**src/rtl/cpu_pkg.sv**
```systemverilog
// Shared CPU definitions: datapath widths, the fetch queue entry type and the default reset PC.
package cpu_pkg;

  localparam int unsigned PC_W    = 64;
  localparam int unsigned INSTR_W = 32;

  localparam logic [PC_W-1:0] DEFAULT_RESET_PC = '0;

  typedef struct packed {
    logic [PC_W-1:0]    pc;
    logic [INSTR_W-1:0] instr;
  } fetch_entry_t;

  // Instructions are word aligned; low two address bits are always dropped.
  function automatic logic [PC_W-1:0] align_pc(input logic [PC_W-1:0] addr);
    return addr & ~PC_W'(3);
  endfunction

endpackage

```
**src/rtl/adder_64bit.sv**
```systemverilog
// Plain 64-bit adder, wrap-around, no carry out.
module adder_64bit (
  input  logic [63:0] i_a,
  input  logic [63:0] i_b,
  output logic [63:0] o_sum
);

  assign o_sum = i_a + i_b;

endmodule

```
**src/rtl/fetch_queue.sv**
```systemverilog
// DEPTH-entry circular buffer with push/pop/flush; head is zero whenever the buffer is empty.
module fetch_queue
  import cpu_pkg::*;
#(
  parameter type         T     = fetch_entry_t,
  parameter int unsigned DEPTH = 2
) (
  input  logic clk,
  input  logic reset,
  input  logic i_push,
  input  logic i_pop,
  input  logic i_flush,
  input  T     i_wdata,
  output T     o_head,
  output logic o_empty,
  output logic o_full
);

  localparam int unsigned PTR_W = (DEPTH > 1) ? $clog2(DEPTH) : 1;
  localparam int unsigned CNT_W = PTR_W + 1;

  T                 r_mem [DEPTH];
  logic [PTR_W-1:0] r_rd_ptr;
  logic [PTR_W-1:0] r_wr_ptr;
  logic [CNT_W-1:0] r_count;

  logic w_do_push;
  logic w_do_pop;

  // Flush overrides both ports; pop on an empty buffer is ignored.
  assign w_do_push = i_push & ~i_flush;
  assign w_do_pop  = i_pop & ~i_flush & ~o_empty;

  assign o_empty = (r_count == '0);
  assign o_full  = (r_count == CNT_W'(DEPTH));

  always_ff @(posedge clk or posedge reset) begin
    if (reset) begin
      r_rd_ptr <= '0;
      r_wr_ptr <= '0;
      r_count  <= '0;
    end else if (i_flush) begin
      r_rd_ptr <= '0;
      r_wr_ptr <= '0;
      r_count  <= '0;
    end else begin
      if (w_do_push) r_wr_ptr <= r_wr_ptr + PTR_W'(1);
      if (w_do_pop)  r_rd_ptr <= r_rd_ptr + PTR_W'(1);
      case ({w_do_push, w_do_pop})
        2'b10:   r_count <= r_count + CNT_W'(1);
        2'b01:   r_count <= r_count - CNT_W'(1);
        default: r_count <= r_count;
      endcase
    end
  end

  // Storage needs no reset: every read is gated by the count.
  always_ff @(posedge clk) begin
    if (w_do_push) r_mem[r_wr_ptr] <= i_wdata;
  end

  always_comb begin
    o_head = '0;
    if (!o_empty) o_head = r_mem[r_rd_ptr];
  end

endmodule

```
**src/rtl/fetch_unit.sv**
```systemverilog
// Instruction-fetch front end: owns the PC, buffers {pc, instr} pairs and hands them to decode.
module fetch_unit
  import cpu_pkg::*;
#(
  parameter int unsigned     DEPTH    = 2,
  parameter logic [PC_W-1:0] RESET_PC = DEFAULT_RESET_PC
) (
  input  logic               clk,
  input  logic               reset,
  output logic [PC_W-1:0]    imem_addr,
  input  logic [INSTR_W-1:0] imem_instr,
  input  logic               redirect,
  input  logic [PC_W-1:0]    redirect_pc,
  output logic               out_valid,
  input  logic               out_ready,
  output logic [INSTR_W-1:0] out_instr,
  output logic [PC_W-1:0]    out_pc
);

  logic [PC_W-1:0] r_pc;
  logic [PC_W-1:0] w_pc_plus4;
  logic            w_empty;
  logic            w_full;
  logic            w_pop;
  logic            w_push;
  fetch_entry_t    w_wr_entry;
  fetch_entry_t    w_head;

  assign imem_addr = r_pc;

  // A full queue still accepts a fetch when decode drains the head in the same cycle.
  assign out_valid = ~w_empty & ~redirect;
  assign w_pop     = out_valid & out_ready;
  assign w_push    = ~redirect & (~w_full | w_pop);

  always_comb begin
    w_wr_entry       = '0;
    w_wr_entry.pc    = r_pc;
    w_wr_entry.instr = imem_instr;
  end

  adder_64bit u_pc_adder (
    .i_a   (r_pc),
    .i_b   (PC_W'(4)),
    .o_sum (w_pc_plus4)
  );

  always_ff @(posedge clk or posedge reset) begin
    if (reset) begin
      r_pc <= RESET_PC;
    end else if (redirect) begin
      r_pc <= align_pc(redirect_pc);
    end else if (w_push) begin
      r_pc <= w_pc_plus4;
    end
  end

  fetch_queue #(
    .T     (fetch_entry_t),
    .DEPTH (DEPTH)
  ) u_queue (
    .clk     (clk),
    .reset   (reset),
    .i_push  (w_push),
    .i_pop   (w_pop),
    .i_flush (redirect),
    .i_wdata (w_wr_entry),
    .o_head  (w_head),
    .o_empty (w_empty),
    .o_full  (w_full)
  );

  assign out_pc    = w_head.pc;
  assign out_instr = w_head.instr;

endmodule
```
**config.mk**
```make
export PLATFORM = sky130hd
export DESIGN_NAME = fetch_unit
export DESIGN_NICKNAME = d
export VERILOG_FILES = /design/src/rtl/cpu_pkg.sv /design/src/rtl/adder_64bit.sv /design/src/rtl/fetch_queue.sv /design/src/rtl/fetch_unit.sv
export SDC_FILE = /design/constraint.sdc
export NUM_CORES = 1
export LEC_CHECK = 0
export CAP_MARGIN = 10
export CORE_AREA = 5 5 164 166
export CTS_BUF_LIST = sky130_fd_sc_hd__clkbuf_4
export DETAILED_ROUTE_END_ITERATION = 10
export DIE_AREA = 0 0 169 171
export HOLD_SLACK_MARGIN = 0.02
export PLACE_DENSITY = 0.95
export SLEW_MARGIN = 20
export SYNTH_ARGS = -nofsm -noshare
export SYNTH_HDL_FRONTEND = slang
export SYNTH_HIERARCHICAL = 1
export SYNTH_SLANG_ARGS = --single-unit
```
**constraint.sdc**
```tcl
create_clock -name clk -period 8.8 [get_ports clk]
set_input_delay 1.76 -clock clk [delete_from_list [all_inputs] [get_ports clk]]
set_output_delay 1.76 -clock clk [all_outputs]
set_load 0.02 [all_outputs]
```
==> flow_metrics.tcl, run 1 <==
set metrics [dict create \
    status "finished clean" \
    grt-ovfl-total 0 \
    ys_top_cells_by_count "192 x edfxtp_1, 161 x mux2i_1, 148 x nor2_1" \
    yosysWarnings 6 \
    ys_seq_area_frac 0.510 \
    synth_seq_cells 260 \
    die_area_sq_um 28900 \
    die_y_um 171 \
    detail_route.iter0.violations 1191 \
    critical_path_class "reg2out" \
    switchingPower_mw 2.38 \
    comb_power_share 0.487 \
    cts_root_buf "clkbuf_4" \
    placed_area_sq_um 17500 \
    layout-drive-gt1-share 0.130 \
    post-route-drc-count 0 \
    syn_to_final_growth_pct 25.9 \
    fin_tns_setup_ns 0 \
    p_int_mw 3.55 \
    drtPass1Iterations 6 \
    path_delay_family "buffers and inverters" \
    cts_tree "yes" \
    finalHoldViolCount 0 \
    syn_avg_cell_area_sq_um 11.4 \
    io_buffers 258 \
    worst-path-max-fanout 53 \
    r2r_end "u_queue/r_mem[1][40]" \
    syn_inst 1283 \
    period_needed_ns 5.24 \
    rrSetupSlack_ns 4.55 \
    synth_top_area_cell "edfxtp_1" \
    yosys.cell_count.top_type "edfxtp_1" \
    die_w_um 169 \
    cp.required_ns 7.04 \
    synth_edf_count 192 \
    cts_setup_buffers 0 \
    leakagePower_nw 7.06 \
    min_path_type "reg2reg" \
    p_seq_frac 0.320 \
    clock_skew_ns 0.0489 \
    coreArea_sq_um 25500 \
    start_util 0.575 \
    final_nets 1772 \
    async_reset_ff_frac 0.262 \
    grt_max_degree 77 \
    rsz0062_at_grt "false" \
    synth_top_area_frac 0.394 \
    io_pins 261 \
    clkPwrFrac 0.194 \
    min_from "imem_addr[18]" \
    finalInstanceArea_sq_um 18400 \
    cp_slowest_cell "dfrtp_4" \
    holdPathStages 0 \
    h-tree-depth 3 \
    whs_endpoint "u_queue/r_mem[0][50]" \
    path_clk_slew_ns 0.08 \
    end_kind "output pin" \
    synth_cell_types 73 \
    worst_slew_margin_rel 0.277 \
    routedWlPerCell_um 19.3 \
    vias 11564 \
    via_per_inst 5.80 \
    pre_cts_ws_ns 3.47 \
    grt_pass1_vias 11658 \
    gp_congestion 1.01 \
    num_rows 59 \
    drt_wl_total_mm 38.5 \
    ir_worst_vdd_mv 0.200 \
    grt_pass1_wl_mm 60.9 \
    final_cell_count_no_fill 1994 \
    path_cells "buf_4, mux2i_1, nor2_1, clkdlybuf4s50_1" \
    r2r-start "u_queue/r_count[0]" \
    worst-path-buf-inv 2 \
    cts.sinks 260 \
    drv_cap 0 \
    crit_path_start_kind "flip-flop" \
    antenna_found_initial 1 \
    synth_area_leaders "edfxtp_1 39%, dfrtp_1 12%, mux2i_1 11%, ha_1 5.4%, nor2_1 3.8%" \
    insertion_delay_ns 0.66 \
    hpwl_mm 26.7 \
    hold_ws_ns 0.521 \
    n_fill_cell 1699 \
    grt_util_all_layers 0.261 \
    final_max_slew_viol_count 0 \
    worst-slew-pin-transition_ns 1.08 \
    fin_ws_ns 3.56 \
    hold_buffers 0 \
    synthFlopType "edfxtp_1" \
    cts_resized 0 \
    final_antenna_net_count 0 \
    setup_violations 0 \
    syn_area_sq_um 14600 \
    critPathMaxStageDelay_ns 1.04 \
    clk_path_buf_depth 3 \
    clock.fmax_mhz 191 \
    swShare 0.401 \
    cts_buffers 67 \
    dp_cells 1874 \
    p_per_area_nw_per_um2 322 \
    period_share 0.596 \
    rr_worst_depth 7 \
    crit_arrival_ns 3.48 \
]
layer usage:
metal | up-vias | wire, um | global-route usage
li1 | 5402 | - | -
met1 | 5535 | 15400 | 0.319
met2 | 546 | 19100 | 0.457
met3 | 81 | 3110 | 0.0659
met4 | 0 | 891 | 0.0809
met5 | - | 0 | 0
registers in the layout (all words and copies together) (netlist names):
signal,flops
u_queue/r_mem,192
u_queue/r_wr_ptr,1
u_queue/r_rd_ptr,1
u_queue/r_count,2
imem_addr,64
logic make-up after synthesis:
group	count (synthesis)	share of synthesized area
AND/OR/NAND/NOR	364	0.116
adder cells (fa/ha/maj)	64	0.0552
XOR/XNOR	61	0.0365
other	2	0.000513
AO/OA/AOI/OAI	281	0.134
flip-flops	260	0.510
multiplexers	161	0.110
buffers and inverters	90	0.0386
placed cells by master, fill, tap and decap left out, drive strengths merged, types with 5 or more instances in the layout:
cell type / n
inv: 17
xnor2: 38
mux2i: 161
nand2b: 8
o21ai: 42
nor2: 150
a221oi: 6
nand3: 13
o21a: 11
buf: 11
and2: 7
a211oi: 7
dfrtp: 68
a31oi: 5
conb: 65
xor2: 23
edfxtp: 192
clkinv: 8
clkdlybuf4s50: 257
nor3: 77
clkbuf: 104
or3: 5
and3: 7
o21bai: 7
a21o: 30
ha: 63
nand4: 21
o211ai: 6
a21oi: 138
nand2: 60
power groups by stage:
stage / Clock, mW / Sequential [mW] / Combinational, mW
3_5_place_dp: 0 / 1.92 / 2.74
3_3_place_gp: 0 / 1.90 / 2.66
2_1_floorplan: 0 / 2.02 / 1.83
6_report: 1.15 / 1.90 / 2.89
4_1_cts: 1.19 / 1.90 / 2.75
5_1_grt: 1.26 / 1.93 / 3.12
how the worst max path moves through the flow:
stage	start	end	slack (ns)	cells past startpoint
global placement	out_ready	u_queue/r_mem[1][23]	3.64	6
CTS	u_queue/r_rd_ptr	out_instr[2]	3.38	4
global route	u_queue/r_rd_ptr	out_instr[2]	3.33	4
finish	u_queue/r_rd_ptr	out_instr[2]	3.56	4
floorplan	redirect	u_queue/r_mem[0][0]	1.82	4
detailed placement	out_ready	u_queue/r_mem[1][41]	3.47	6
stage by stage:
| step | utilization | total power, mW |
|---|---|---|
| floorplan | - | 3.84 |
| global placement | 0.686 | 4.55 |
| detailed placement | 0.686 | 4.66 |
| CTS | 0.724 | 5.84 |
| global route | 0.724 | 6.31 |
| finish | 0.724 | 5.94 |
final cells by class:
cell class	instances	area, sq um	share of cell area
clock inverter	15	180	0.00977
inverter	15	56.3	0.00305
antenna	1	2.50	0.000136
tap	335	419	0.0227
multi-input combinational	996	6880	0.373
timing repair buffer	268	2660	0.144
clock buffer	104	781	0.0423
sequential	260	7470	0.405
(Power assumes the default switching activity.)
==> run 2: changes to the inputs <==
- CORE_AREA: 5 5 164 166 -> 5 5 170 172
- DIE_AREA: 0 0 169 171 -> 0 0 175 177
- PLACE_DENSITY: 0.95 -> 0.91
- clock period: 8.8 -> 4.96 ns (I/O delays scaled with it)
==> run 2 against run 1 <==
Worst hold slack better by 0.0028 ns. Non-clock buffer count rose by 4. Combinational power rose by 78%. Core utilization decreased by 4.7 points. Final area increased by 0.35%. Clock power is 75% higher. Global-route usage shrank 1.5 points. Cell count up 1.3%. Setup slack worse by 2.7 ns. Critical path type unchanged. Largest power group unchanged. Highest routed layer unchanged.
==> flow_metrics.tcl, run 2 (same netlist as run 1, synthesis figures left out) <==
set metrics [dict create \
    status "finished clean" \
    clock.fmax_mhz 246 \
    syn_to_final_growth_pct 26.4 \
    wl_met3_mm 2.88 \
    leakagePower_nw 7.10 \
    drv_cap 0 \
    cts_resized 0 \
    grt-ovfl-total 0 \
    rsz0062_at_grt "false" \
    crit_path_start_kind "flip-flop" \
    io_buffers 258 \
    drt_wl_total_mm 38.7 \
    end_kind "output pin" \
    worst-slew-pin-transition_ns 1.10 \
    post-route-drc-count 0 \
    path_clk_slew_ns 0.06 \
    drtPass1Iterations 5 \
    min_path_type "reg2reg" \
    antenna_found_initial 1 \
    path_cells "buf_4, mux2i_1, nor2_1, clkdlybuf4s50_1" \
    start_util 0.536 \
    path_delay_family "buffers and inverters" \
    layout-drive-gt1-share 0.134 \
    die_area_sq_um 31000 \
    grt_util_all_layers 0.245 \
    gp_congestion 0.949 \
    top_layer "met4" \
    largest-register "u_queue/r_mem" \
    cp.required_ns 3.97 \
    cts_root_buf "clkbuf_4" \
    critical_path_class "reg2out" \
    cp.depth 4 \
    largest_reg_flops 192 \
    insertion_delay_ns 0.67 \
    n_fill_cell 1969 \
    grt_pass1_wl_mm 61.5 \
    detail_route.iter0.violations 725 \
    clk_path_buf_depth 3 \
    grt_pass1_vias 11627 \
    total_power_mw 10.5 \
    cts_setup_buffers 0 \
    cts.sinks 260 \
    layout_commonest_cell "clkdlybuf4s50_1" \
    p_per_area_nw_per_um2 567 \
    hpwl_mm 27.4 \
    period_needed_ns 4.07 \
    wl_met2_mm 19.2 \
    hold_buffers 0 \
    ir_worst_vdd_mv 0.301 \
    routedWlPerCell_um 19.2 \
    io_pins 261 \
    cts_tree "yes" \
    final_cell_mix "257 x clkdlybuf4s50_1, 192 x edfxtp_1, 161 x mux2i_1" \
    cts_buffers 70 \
    via_per_inst 5.65 \
    num_rows 61 \
    setup_violations 0 \
    period_share 0.820 \
    hold_ws_ns 0.523 \
    worst_slew_margin_rel 0.265 \
    die_y_um 177 \
    final_antenna_net_count 0 \
    worst-path-buf-inv 2 \
    wl_met1_mm 16.0 \
    h-tree-depth 3 \
    cp_slowest_cell "dfrtp_4" \
    critPathMaxStageDelay_ns 1.05 \
    crit_arrival_ns 3.08 \
    final_max_slew_viol_count 0 \
    worst-path-max-fanout 47 \
    coreArea_sq_um 27300 \
    grt_max_degree 82 \
    vias 11414 \
    final_util 0.677 \
    finalHoldViolCount 0 \
    clock_skew_ns 0.0576 \
    rr_worst_depth 12 \
    die_w_um 175 \
    final_nets 1779 \
    holdPathStages 0 \
]
-- run 2: cell types whose count changed in the layout (fill, tap and decap cells not counted) --
cell / change
clkbuf_4: +2
clkinv_1: +5
inv_2: +1
buf_4: +2
clkinv_2: +4
clkinvlp_4: +1
buf_12: +2
bufinv_16: -2
inv_6: -1
-- run 2: layout make-up --
class                   instances  area, sq um  area share
multi-input cells             996         6880       0.372
clock inverters                23          161     0.00872
repair buffers                272         2710       0.146
diodes                          1         2.50    0.000135
clock buffers                 106          796      0.0430
flip-flops and latches        260         7470       0.404
well taps                     346          433      0.0234
inverters                      15         56.3     0.00304
-- run 2: metrics by stage --
step	instance area, sq um	worst slack (ns)	instances	setup TNS, ns
6_report	18500	0.893	2019	0
5_1_grt	18500	0.739	2019	0
4_1_cts	18500	0.825	2018	0
3_5_place_dp	17500	1.14	1889	0
3_3_place_gp	17500	1.13	1889	0
2_1_floorplan	14900	-1.25	1346	-240.83
-- run 2: routing by layer --
layer,track usage,up-vias
li1,-,5438
met1,0.307,5474
met2,0.425,435
met3,0.0624,67
met4,0.0691,0
met5,0,-
-- run 2: worst reg2reg max path: cells and delay by family, from the launching register on --
| kind | cells | cell delay, ns |
|---|---|---|
| flip-flops | 1 | 0.41 |
| adder cells (fa/ha/maj) | 1 | 0.36 |
| multiplexers | 2 | 0.34 |
| AND/OR/NAND/NOR | 4 | 0.88 |
| AO/OA/AOI/OAI | 5 | 1.59 |
-- run 2: final timing paths --
check	from	slack (ns)	endpoint
worst min register to register	imem_addr[8]	0.52	u_queue/r_mem[1][40]
worst min-delay path	imem_addr[8]	0.52	u_queue/r_mem[1][40]
min in group asynchronous	reset	0.59	u_queue/r_rd_ptr
worst max-delay path	u_queue/r_rd_ptr	0.89	out_instr[14]
worst max register to register	imem_addr[2]	1.16	imem_addr[49]
max in group asynchronous	reset	3.21	imem_addr[23]
-- run 2: power by group --
part	leakage, nW	switching, mW	internal [mW]
Clock	0.564	0.914	1.09
Combinational	3.98	2.90	2.23
Sequential	2.56	0.451	2.90
Total	7.10	4.26	6.23
==> run 3: changes to the inputs <==
- CORE_AREA: 5 5 170 172 -> 5 5 178 180
- DIE_AREA: 0 0 175 177 -> 0 0 183 185
- PLACE_DENSITY: 0.91 -> 0.87
- clock period: 4.96 -> 3.6 ns (I/O delays scaled with it)
==> run 3 against run 2 <==
Critical path depth rose by 8. Final area is 0.80% higher. Wire length grew 0.55%. First-iteration DRC count rose by 17%. Core utilization is 5.6 points lower. Critical endpoint is now imem_addr[62]. Largest cell class unchanged. Largest power group unchanged. Highest routed layer unchanged.
==> flow_metrics.tcl, run 3 (same netlist as run 1, synthesis figures left out) <==
set metrics [dict create \
    grt_max_degree 64 \
    cts_tree "yes" \
    grt_util_all_layers 0.224 \
    grt-busiest-layer "met2" \
    finalHoldViolCount 0 \
    drtPass1Iterations 5 \
    coreArea_sq_um 30000 \
    placed_area_sq_um 17800 \
    p_seq_frac 0.321 \
    final_cell_mix "257 x clkdlybuf4s50_1, 192 x edfxtp_1, 161 x mux2i_1" \
    crit_arrival_ns 4.03 \
    final_cell_count_no_fill 2076 \
    layout-drive-gt1-share 0.136 \
    cts_root_buf "clkbuf_4" \
    die_w_um 183 \
    clock_skew_ns 0.0575 \
    worst_slew_margin_rel 0.513 \
    final_antenna_net_count 0 \
    detail_route.iter0.violations 848 \
    n_fill_cell 2375 \
    cp.required_ns 4.17 \
    p_per_area_nw_per_um2 771 \
    grt_pass1_vias 11644 \
    h-tree-depth 3 \
    p_int_mw 8.50 \
    clk_path_buf_depth 3 \
    cts.sinks 260 \
    syn_to_final_growth_pct 27.4 \
    worst-path-max-fanout 6 \
    met2_usage 0.376 \
    largest-register "u_queue/r_mem" \
    grt_pass1_wl_mm 61.0 \
    grt-ovfl-total 0 \
    path_clk_slew_ns 0.06 \
    pre_cts_ws_ns 0.0805 \
    swShare 0.409 \
    fin_ws_ns 0.138 \
    rsz0062_at_grt "false" \
    routedWlPerCell_um 18.7 \
    final_util 0.621 \
    insertion_delay_ns 0.67 \
    end_kind "flip-flop" \
    fin_tns_setup_ns 0 \
    via_per_inst 5.51 \
    vias 11445 \
    hold_ws_ns 0.321 \
    worst-slew-pin-transition_ns 0.731 \
    final_max_slew_viol_count 0 \
    start_util 0.488 \
    die_area_sq_um 33900 \
    grtUsageMet1 0.284 \
    period_needed_ns 3.46 \
    cts_setup_buffers 0 \
    min_path_type "in2reg" \
    crit_path_start_kind "flip-flop" \
    post-route-drc-count 0 \
    io_buffers 258 \
    drt_wl_total_mm 38.9 \
    cts_buffers 68 \
    comb_power_share 0.499 \
    status "finished clean" \
    total_power_mw 14.4 \
    io_pins 261 \
    switchingPower_mw 5.88 \
    setup_violations 0 \
    layout_commonest_cell "clkdlybuf4s50_1" \
    final_nets 1788 \
    antenna_found_initial 1 \
    drv_cap 0 \
    met3_usage 0.0560 \
    dp_cells 1950 \
    gp_congestion 0.951 \
    leakagePower_nw 7.13 \
    ir_worst_vdd_mv 0.479 \
    num_rows 64 \
    clock.fmax_mhz 289 \
    period_share 0.962 \
    hpwl_mm 28.1 \
    finalInstanceArea_sq_um 18700 \
    clkPwrFrac 0.180 \
    critical_path_class "reg2reg" \
    die_y_um 185 \
    largest_reg_flops 192 \
]
run 3: cell types whose count changed in the layout (fill, tap and decap cells not counted), moves of 2 or more:
| cell | change |
|---|---|
| buf_12 | +5 |
| buf_4 | +6 |
| clkbuf_4 | -6 |
| clkinv_1 | +5 |
| clkinv_2 | -2 |
run 3: layout make-up:
| class | count | area, sq um | area share |
|---|---|---|---|
| sequential | 260 | 7470 | 0.401 |
| timing repair buffer | 283 | 2860 | 0.153 |
| inverter | 15 | 56.3 | 0.00302 |
| clock inverter | 25 | 135 | 0.00724 |
| multi-input combinational | 996 | 6890 | 0.369 |
| clock buffer | 100 | 751 | 0.0402 |
| antenna | 1 | 2.50 | 0.000134 |
| tap | 396 | 495 | 0.0266 |
run 3: power groups by stage:
| stage | clock [mW] | combinational [mW] | sequential, mW |
|---|---|---|---|
| after floorplan | 0 | 4.46 | 4.92 |
| after global placement | 0 | 6.67 | 4.61 |
| after detailed placement | 0 | 6.81 | 4.68 |
| after CTS | 2.68 | 6.86 | 4.62 |
| after global routing | 2.82 | 7.78 | 4.70 |
| final | 2.59 | 7.16 | 4.62 |
run 3: worst paths after layout:
| path | start | end | slack (ns) | cells past startpoint |
|---|---|---|---|---|
| setup reg to reg | imem_addr[4] | imem_addr[62] | 0.14 | 12 |
| setup / recovery | imem_addr[4] | imem_addr[62] | 0.14 | 12 |
| min in group asynchronous | reset | u_queue/r_rd_ptr | 0.40 | 2 |
| hold / removal | redirect | u_queue/r_rd_ptr | 0.32 | 2 |
| hold reg to reg | imem_addr[11] | u_queue/r_mem[1][43] | 0.53 | 0 |
| max in group asynchronous | reset | imem_addr[37] | 2.26 | 3 |
run 3: repair_timing:
action / 4_1_cts / 5_1_grt
gates resized for setup: 0 / 3
hold buffers: 0 / 0
endpoints found under the setup margin: 0 / 5
run 3: critical path, cell delays in order (launching register included):
cell and delay, ns:
dfrtp_1 0.43, ha_1 0.38, and3_1 0.22, a221oi_2 0.31
a21oi_1 0.16, o21a_1 0.30, o21a_1 0.30, a31oi_2 0.33
o21ai_1 0.21, a41oi_1 0.33, xnor2_1 0.15, mux2i_1 0.10
a21oi_2 0.15
run 3: layer usage:
metal	vias up	routed length, um	share of wire
li1	5428	-	-
met1	5522	16300	0.42
met2	421	18900	0.49
met3	74	2740	0.070
met4	0	925	0.024
met5	-	0	0
